<file path="src/rtl/scan_frame_pkg.sv">
// Shared types and constants for the scan frame builder: FSM states,
// header layout and the header-word selector.
package scan_frame_pkg;

   localparam logic [15:0] SYNC_WORD  = 16'hA55A;
   localparam int          HDR_WORDS  = 4;
   localparam int          SCAN_WORDS = 52;

   typedef enum logic [2:0] {
      IDLE,
      HEADER,
      COLLECT,
      PUBLISH,
      WAIT_DONE
   } state_t;

   typedef logic [1:0] hdr_idx_t;

   // Header layout: sync, scan sequence, timestamp high, timestamp low.
   function automatic logic [15:0] hdr_word(input hdr_idx_t    idx,
                                            input logic [15:0] sync,
                                            input logic [15:0] seq,
                                            input logic [31:0] ts);
      case (idx)
         2'd0:    return sync;
         2'd1:    return seq;
         2'd2:    return ts[31:16];
         default: return ts[15:0];
      endcase
   endfunction

endpackage

</file>
<file path="src/rtl/scan_header_gen.sv">
// Free-running timestamp, per-scan timestamp latch and the 4-word header mux.
module scan_header_gen #(
   parameter logic [15:0] SYNC_WORD = scan_frame_pkg::SYNC_WORD
) (
   input  logic                     clk_i,
   input  logic                     rst_ni,
   input  logic                     i_latch,
   input  scan_frame_pkg::hdr_idx_t i_idx,
   input  logic [15:0]              i_seq,
   output logic [15:0]              o_word
);
   import scan_frame_pkg::*;

   logic [31:0] r_ts;
   logic [31:0] r_ts_lat;
   logic [15:0] w_words [HDR_WORDS];

   always_ff @(posedge clk_i or negedge rst_ni) begin
      if (!rst_ni) begin
         r_ts     <= '0;
         r_ts_lat <= '0;
      end else begin
         r_ts <= r_ts + 1'b1;
         if (i_latch) begin
            r_ts_lat <= r_ts;
         end
      end
   end

   // The latch happens on word 0, so words 2/3 always see this scan's stamp.
   genvar gi;
   generate
      for (gi = 0; gi < HDR_WORDS; gi++) begin : g_word
         assign w_words[gi] = hdr_word(hdr_idx_t'(gi), SYNC_WORD, i_seq, r_ts_lat);
      end
   endgenerate

   assign o_word = w_words[i_idx];

endmodule

</file>
<file path="src/rtl/scan_frame_builder.sv">
// Builds header-prefixed scans in the scan SRAM from the sample stream and
// publishes them to the packet former once a full packet is stored.
module scan_frame_builder #(
   parameter int          SCAN_WORDS       = scan_frame_pkg::SCAN_WORDS,
   parameter int          HDR_WORDS        = scan_frame_pkg::HDR_WORDS,
   parameter int          SCANS_PER_PACKET = 1,
   parameter int          ADDR_W           = 20,
   parameter logic [15:0] SYNC_WORD        = scan_frame_pkg::SYNC_WORD
) (
   input  logic              clk_i,
   input  logic              rst_ni,
   input  logic              sample_valid,
   input  logic [15:0]       sample_data,
   output logic              sample_ready,
   output logic [ADDR_W-1:0] sram_wr_addr,
   output logic [15:0]       sram_wr_data,
   output logic              sram_we,
   output logic              packet_formed,
   input  logic              eth_forming_packet,
   output logic [31:0]       num_scans,
   output logic [15:0]       seq_num,
   output logic              busy
);
   import scan_frame_pkg::*;

   localparam int SAMPLES = SCAN_WORDS - HDR_WORDS;
   localparam int CNT_W   = $clog2(SAMPLES);
   localparam int SCAN_W  = (SCANS_PER_PACKET > 1) ? $clog2(SCANS_PER_PACKET) : 1;

   localparam logic [CNT_W-1:0]  LAST_SAMPLE = CNT_W'(SAMPLES - 1);
   localparam logic [SCAN_W-1:0] LAST_SCAN   = SCAN_W'(SCANS_PER_PACKET - 1);
   localparam hdr_idx_t          LAST_HDR    = hdr_idx_t'(HDR_WORDS - 1);

   state_t            r_state;
   state_t            w_state_next;
   logic [CNT_W-1:0]  r_word_cnt;
   logic [SCAN_W-1:0] r_scan_cnt;
   logic [ADDR_W-1:0] r_wr_ptr;
   hdr_idx_t          r_hdr_idx;
   logic [15:0]       r_scan_seq;
   logic [15:0]       r_seq_num;
   logic              r_ready;
   logic              r_we;
   logic [ADDR_W-1:0] r_wr_addr;
   logic [15:0]       r_wr_data;
   logic              r_packet_formed;

   logic              w_xfer;
   logic              w_scan_done;
   logic              w_hdr_done;
   logic              w_ts_latch;
   logic [15:0]       w_hdr_word;

   assign w_xfer      = sample_valid && r_ready;
   assign w_scan_done = w_xfer && (r_word_cnt == LAST_SAMPLE);
   assign w_hdr_done  = (r_hdr_idx == LAST_HDR);
   assign w_ts_latch  = (r_state == HEADER) && (r_hdr_idx == '0);

   scan_header_gen #(
      .SYNC_WORD (SYNC_WORD)
   ) u_header_gen (
      .clk_i   (clk_i),
      .rst_ni  (rst_ni),
      .i_latch (w_ts_latch),
      .i_idx   (r_hdr_idx),
      .i_seq   (r_scan_seq),
      .o_word  (w_hdr_word)
   );

   always_ff @(posedge clk_i or negedge rst_ni) begin
      if (!rst_ni) begin
         r_state <= IDLE;
      end else begin
         r_state <= w_state_next;
      end
   end

   always_comb begin
      w_state_next = r_state;
      case (r_state)
         IDLE:      w_state_next = HEADER;
         HEADER:    if (w_hdr_done) w_state_next = COLLECT;
         COLLECT:   if (w_scan_done) w_state_next = (r_scan_cnt == LAST_SCAN) ? PUBLISH : HEADER;
         PUBLISH:   if (eth_forming_packet) w_state_next = WAIT_DONE;
         WAIT_DONE: if (!eth_forming_packet) w_state_next = IDLE;
         default:   w_state_next = IDLE;
      endcase
   end

   // Ready and packet_formed are registered from the next state so they line
   // up exactly with the state they describe.
   always_ff @(posedge clk_i or negedge rst_ni) begin
      if (!rst_ni) begin
         r_word_cnt      <= '0;
         r_scan_cnt      <= '0;
         r_wr_ptr        <= '0;
         r_hdr_idx       <= '0;
         r_scan_seq      <= '0;
         r_seq_num       <= '0;
         r_ready         <= 1'b0;
         r_we            <= 1'b0;
         r_wr_addr       <= '0;
         r_wr_data       <= '0;
         r_packet_formed <= 1'b0;
      end else begin
         r_ready         <= (w_state_next == COLLECT);
         r_packet_formed <= (w_state_next == PUBLISH);
         r_we            <= 1'b0;
         case (r_state)
            IDLE: begin
               r_word_cnt <= '0;
               r_scan_cnt <= '0;
               r_wr_ptr   <= '0;
               r_hdr_idx  <= '0;
            end
            HEADER: begin
               r_we      <= 1'b1;
               r_wr_addr <= r_wr_ptr;
               r_wr_data <= w_hdr_word;
               r_wr_ptr  <= r_wr_ptr + 1'b1;
               r_hdr_idx <= w_hdr_done ? '0 : r_hdr_idx + 1'b1;
            end
            COLLECT: begin
               if (w_xfer) begin
                  r_we      <= 1'b1;
                  r_wr_addr <= r_wr_ptr;
                  r_wr_data <= sample_data;
                  if (w_scan_done) begin
                     r_word_cnt <= '0;
                     r_scan_seq <= r_scan_seq + 1'b1;
                     // Pointer folds back to 0 so it never leaves the packet area.
                     if (r_scan_cnt == LAST_SCAN) begin
                        r_scan_cnt <= '0;
                        r_wr_ptr   <= '0;
                     end else begin
                        r_scan_cnt <= r_scan_cnt + 1'b1;
                        r_wr_ptr   <= r_wr_ptr + 1'b1;
                     end
                  end else begin
                     r_word_cnt <= r_word_cnt + 1'b1;
                     r_wr_ptr   <= r_wr_ptr + 1'b1;
                  end
               end
            end
            WAIT_DONE: begin
               if (!eth_forming_packet) begin
                  r_seq_num <= r_seq_num + 1'b1;
               end
            end
            default: ;
         endcase
      end
   end

   assign sample_ready  = r_ready;
   assign sram_wr_addr  = r_wr_addr;
   assign sram_wr_data  = r_wr_data;
   assign sram_we       = r_we;
   assign packet_formed = r_packet_formed;
   assign num_scans     = 32'(SCANS_PER_PACKET);
   assign seq_num       = r_seq_num;
   assign busy          = (r_state != IDLE);

endmodule
</file>
<file path="config.mk">
export PLATFORM = sky130hd
export DESIGN_NAME = scan_frame_builder
export DESIGN_NICKNAME = d
export VERILOG_FILES = /design/src/rtl/scan_frame_pkg.sv /design/src/rtl/scan_header_gen.sv /design/src/rtl/scan_frame_builder.sv
export SDC_FILE = /design/constraint.sdc
export NUM_CORES = 1
export LEC_CHECK = 0
export ABC_AREA = 1
export ABC_CLOCK_PERIOD_IN_PS = 2100
export BUFFER_PORTS_ARGS = -buffer_cell sky130_fd_sc_hd__buf_2
export CORE_UTILIZATION = 35
export CTS_BUF_LIST = sky130_fd_sc_hd__clkbuf_4 sky130_fd_sc_hd__clkbuf_8
export CTS_CLUSTER_SIZE = 24
export DETAILED_ROUTE_END_ITERATION = 7
export GPL_TIMING_DRIVEN = 1
export RECOVER_POWER = 50
export SLEW_MARGIN = 20
export SYNTH_ARGS = -nofsm -noshare
export SYNTH_HDL_FRONTEND = slang
export SYNTH_HIERARCHICAL = 1
export SYNTH_SLANG_ARGS = --single-unit
export TNS_END_PERCENT = 1
</file>
<file path="constraint.sdc">
create_clock -name clk_i -period 2.1 [get_ports clk_i]
set_input_delay 0.315 -clock clk_i [delete_from_list [all_inputs] [get_ports clk_i]]
set_output_delay 0.315 -clock clk_i [all_outputs]
set_load 0.05 [all_outputs]
</file>
==> metrics.log <==
INFO  metric run_status = completed
INFO  metric floorplan.core_area = 23700 um2
INFO  metric final_design_area_no_fill = 9480 um2
INFO  metric worstHoldPathType = in -> reg
INFO  metric max_cap_viol_count = 0
INFO  metric slew_viol_final = 0
INFO  metric synth_area_in_compound_gates = 0.0591
INFO  metric synth_cell_type_count = 38
INFO  metric fmax = 0.548 GHz
INFO  metric detailedPlacementHpwl = 13.7 mm
INFO  metric synth-seq-cells = 166
INFO  metric utilization = 0.400
INFO  metric max-clock-path-buffers = 2
INFO  metric chipWidth = 158 um
INFO  metric synthToLayoutAreaGrowth = 11.5%
INFO  metric grt.total_usage = 0.159
INFO  metric gp_congestion = around 0.85
INFO  metric yosys-mux-area-fraction = 0.0424
INFO  metric tns = 0 ns
INFO  metric report.final.hold_viol_count = 0
INFO  metric clk_latency_worst_skew_pair = between 0.4 and 0.5 ns
INFO  metric share_of_layout_cells_above_drive_strength_1 = 0.164
INFO  metric drt_pre_antenna_iters = 5
INFO  metric grt_pass1_vias = 6165
INFO  metric pleak = 0.00466 uW
INFO  metric critPathKind = reg -> out
INFO  metric dp_slack = 0.302 ns
INFO  metric timing.critical_path.arrival = around 1.5 ns
INFO  metric cts_tree = yes
INFO  metric required = 1.78 ns
INFO  metric globalRoute.totalOverflow = 0
INFO  metric drt_wl_cell = 13.0 um
INFO  metric num_antenna_cells = 0
INFO  metric share_of_the_cycle_needed_by_the_critical_path_after_routing = 0.870
INFO  metric initial_core_util = 0.359
INFO  metric tightestPinTransition = approximately 0.86 ns
INFO  metric cellPowerDensity = 1140 nW/um2
INFO  metric buffers_on_ports = 75
INFO  metric fin_crit = 1.83 ns
INFO  metric peakVddDrop = a little under 700 uV
INFO  metric timing.critical_path.cells = nor2_4 > nand2_1 > buf_2
INFO  metric slew-limit-headroom = 0.429
INFO  metric drt-initial-drc-count = 543
INFO  metric area_share_of_and_or_nand_nor_cells_after_synthesis = 0.274
INFO  metric synth_sequential_area_ratio = 0.488
INFO  metric final_nets = 1123
INFO  metric cts_inserted_buffers = 17
INFO  metric routed-via-count = 6537
INFO  metric grt_max_degree = 50
INFO  metric timing.final.setup_violations = 0
INFO  metric clkTransAtPathRegs = 0.08 ns
INFO  metric fin_ws = 0.274 ns
INFO  metric vias_per_cell = 4.58
INFO  metric skew = 0.0122 ns
INFO  metric unrepaired_setup_endpoints_after_global_routing = false
INFO  metric placed_area = 9180 um2
INFO  metric remaining_drc_errors = 0
INFO  metric number_of_antenna_violations_at_the_first_check_in_global_routing = 0
INFO  metric post_synth.cell_area_avg = 8.41 um2
INFO  metric clock_tree.htree_level_count = 4
INFO  metric synth_xor_xnor_area_share = 0.0410
INFO  metric largest_family_of_logic_cells_by_synthesized_area = simple AND/OR/NAND/NOR gates
INFO  metric die_area = 24900 um2
INFO  metric post_synth_instance_area = 8510 um2
INFO  metric postRouteAntennaNets = 0
INFO  metric cts.repair.resized = 0
INFO  metric boundaryPins = 108
INFO  metric wl = 18.5 mm
INFO  metric cells_after_synth = 1011
INFO  metric post_cts_buffers = 0
INFO  metric cts-root-buf = sky130_fd_sc_hd__clkbuf_8
INFO  metric post_synth_fa_ha_maj_area_fraction = 0.0103
INFO  metric cp_max_fo = 7
INFO  metric clkSinkCount = ~170
INFO  metric ys_warn_count = 6
INFO  metric cp-end-kind = output pin
INFO  metric row_count = 56
INFO  metric critical-path-max-stage-delay = 0.49 ns
INFO  metric grt_first_pass_wirelength = 31.1 mm
INFO  metric crit_path_top_delay_cell = sky130_fd_sc_hd__dfrtp_1
INFO  metric die_height = about 160 um
INFO  metric worst_setup_path_start_kind = flip-flop
INFO  metric hold_buffer_count_at_cts = 1
==> logic make-up after synthesis <==
| family | count (synthesis) |
|---|---|
| buffers and inverters | 145 |
| XOR/XNOR | 39 |
| adder cells (fa/ha/maj) | 7 |
| multiplexers | 32 |
| AO/OA/AOI/OAI | 92 |
| flip-flops | 166 |
| other | 2 |
| AND/OR/NAND/NOR | 528 |
==> path summary, 6_finish.rpt <==
kind / cells past startpoint / start / end / slack, ns
setup / recovery: 3 / r_state[0] / busy / 0.27
hold / removal: 2 / eth_forming_packet / r_state[2] / 0.10
setup reg to reg: 8 / r_word_cnt[0] / r_scan_seq[4] / 0.31
hold reg to reg: 1 / u_header_gen/r_ts[0] / u_header_gen/r_ts[0] / 0.47
max in group asynchronous: 3 / rst_ni / u_header_gen/r_ts_lat[27] / 0.40
min in group asynchronous: 2 / rst_ni / sram_wr_addr[4] / 0.49
==> placed cells by master, fill, tap and decap left out, types with 4 or more instances in the layout <==
master	instances
sky130_fd_sc_hd__a21oi_1	26
sky130_fd_sc_hd__a31oi_1	26
sky130_fd_sc_hd__buf_2	69
sky130_fd_sc_hd__buf_4	6
sky130_fd_sc_hd__clkbuf_1	5
sky130_fd_sc_hd__clkbuf_8	18
sky130_fd_sc_hd__clkinv_2	5
sky130_fd_sc_hd__clkinvlp_4	4
sky130_fd_sc_hd__conb_1	32
sky130_fd_sc_hd__dfrtp_1	166
sky130_fd_sc_hd__ha_1	7
sky130_fd_sc_hd__inv_1	89
sky130_fd_sc_hd__inv_2	5
sky130_fd_sc_hd__mux2_2	32
sky130_fd_sc_hd__nand2_1	278
sky130_fd_sc_hd__nand2_2	10
sky130_fd_sc_hd__nand2_4	4
sky130_fd_sc_hd__nand3_1	31
sky130_fd_sc_hd__nand3b_1	11
sky130_fd_sc_hd__nand4_1	15
sky130_fd_sc_hd__nor2_1	146
sky130_fd_sc_hd__nor2_2	8
sky130_fd_sc_hd__nor2_4	6
sky130_fd_sc_hd__nor3_1	14
sky130_fd_sc_hd__o21ai_0	35
sky130_fd_sc_hd__xnor2_1	15
sky130_fd_sc_hd__xor2_1	23
==> critical path, delay by kind of cell (launching register included) <==
family / cells / cell delay (ns)
flip-flops: 1 / 0.49
AND/OR/NAND/NOR: 2 / 0.32
buffers and inverters: 1 / 0.24
==> per-stage QoR <==
| step | hold slack, ns | power (uW) | std cells |
|---|---|---|---|
| floorplan | 0.0194 | 7630 | 1041 |
| global placement | 0.234 | 8570 | 1395 |
| detailed placement | 0.231 | 8620 | 1395 |
| CTS | 0.0722 | 10900 | 1427 |
| global route | 0.0855 | 11500 | 1427 |
| finish | 0.105 | 10800 | 1427 |
==> layout make-up <==
| class | instances | area (um2) |
|---|---|---|
| Fill cell | 2442 | 14200 |
| Sequential cell | 166 | 4150 |
| Multi-Input combinational cell | 730 | 3700 |
| Timing Repair Buffer | 87 | 499 |
| Tap cell | 319 | 399 |
| Inverter | 94 | 353 |
| Clock buffer | 18 | 248 |
| Clock inverter | 13 | 133 |
==> synthesized netlist by cell type (all sizes together) <==
cell,number,area share
mux2,32,0.042
o22ai,1,0.00074
nand2,292,0.14
buf,48,0.041
and3,1,0.00074
nand4,15,0.011
nor3,14,0.0088
conb,2,0.00088
ha,7,0.010
nand3,33,0.021
nor2,161,0.085
clkbuf,3,0.0013
a21oi,26,0.015
o21bai,1,0.00088
or2,1,0.00074
nand3b,11,0.0097
xor2,24,0.026
o21a,1,0.00088
o21ai,36,0.021
a22o,1,0.0010
dfrtp,166,0.49
inv,94,0.041
xnor2,15,0.015
a31oi,26,0.019
==> power breakdown <==
| group | total (uW) | switching, uW | internal (uW) |
|---|---|---|---|
| registers | 4070 | 345 | 3730 |
| clock network | 2260 | 1180 | 1070 |
| logic | 4440 | 3210 | 1230 |
==> per-layer routing <==
layer,global-route usage,vias to the layer above,share of wire
li1,-,3326,-
met1,0.226,3083,0.50
met2,0.241,120,0.45
met3,0.0378,8,0.043
met4,0.0384,0,0.0070
met5,0,-,0
==> flip-flops by register name (all words and copies together), names as in the netlist <==
name	cells
r_state	3
sram_wr_addr	20
u_header_gen/r_ts_lat	32
r_word_cnt	6
packet_formed	1
sample_ready	1
r_hdr_idx	2
sram_we	1
r_wr_ptr	20
seq_num	16
r_scan_seq	16
sram_wr_data	16
u_header_gen/r_ts	32
No activity file was read; power rests on OpenSTA's default activity.
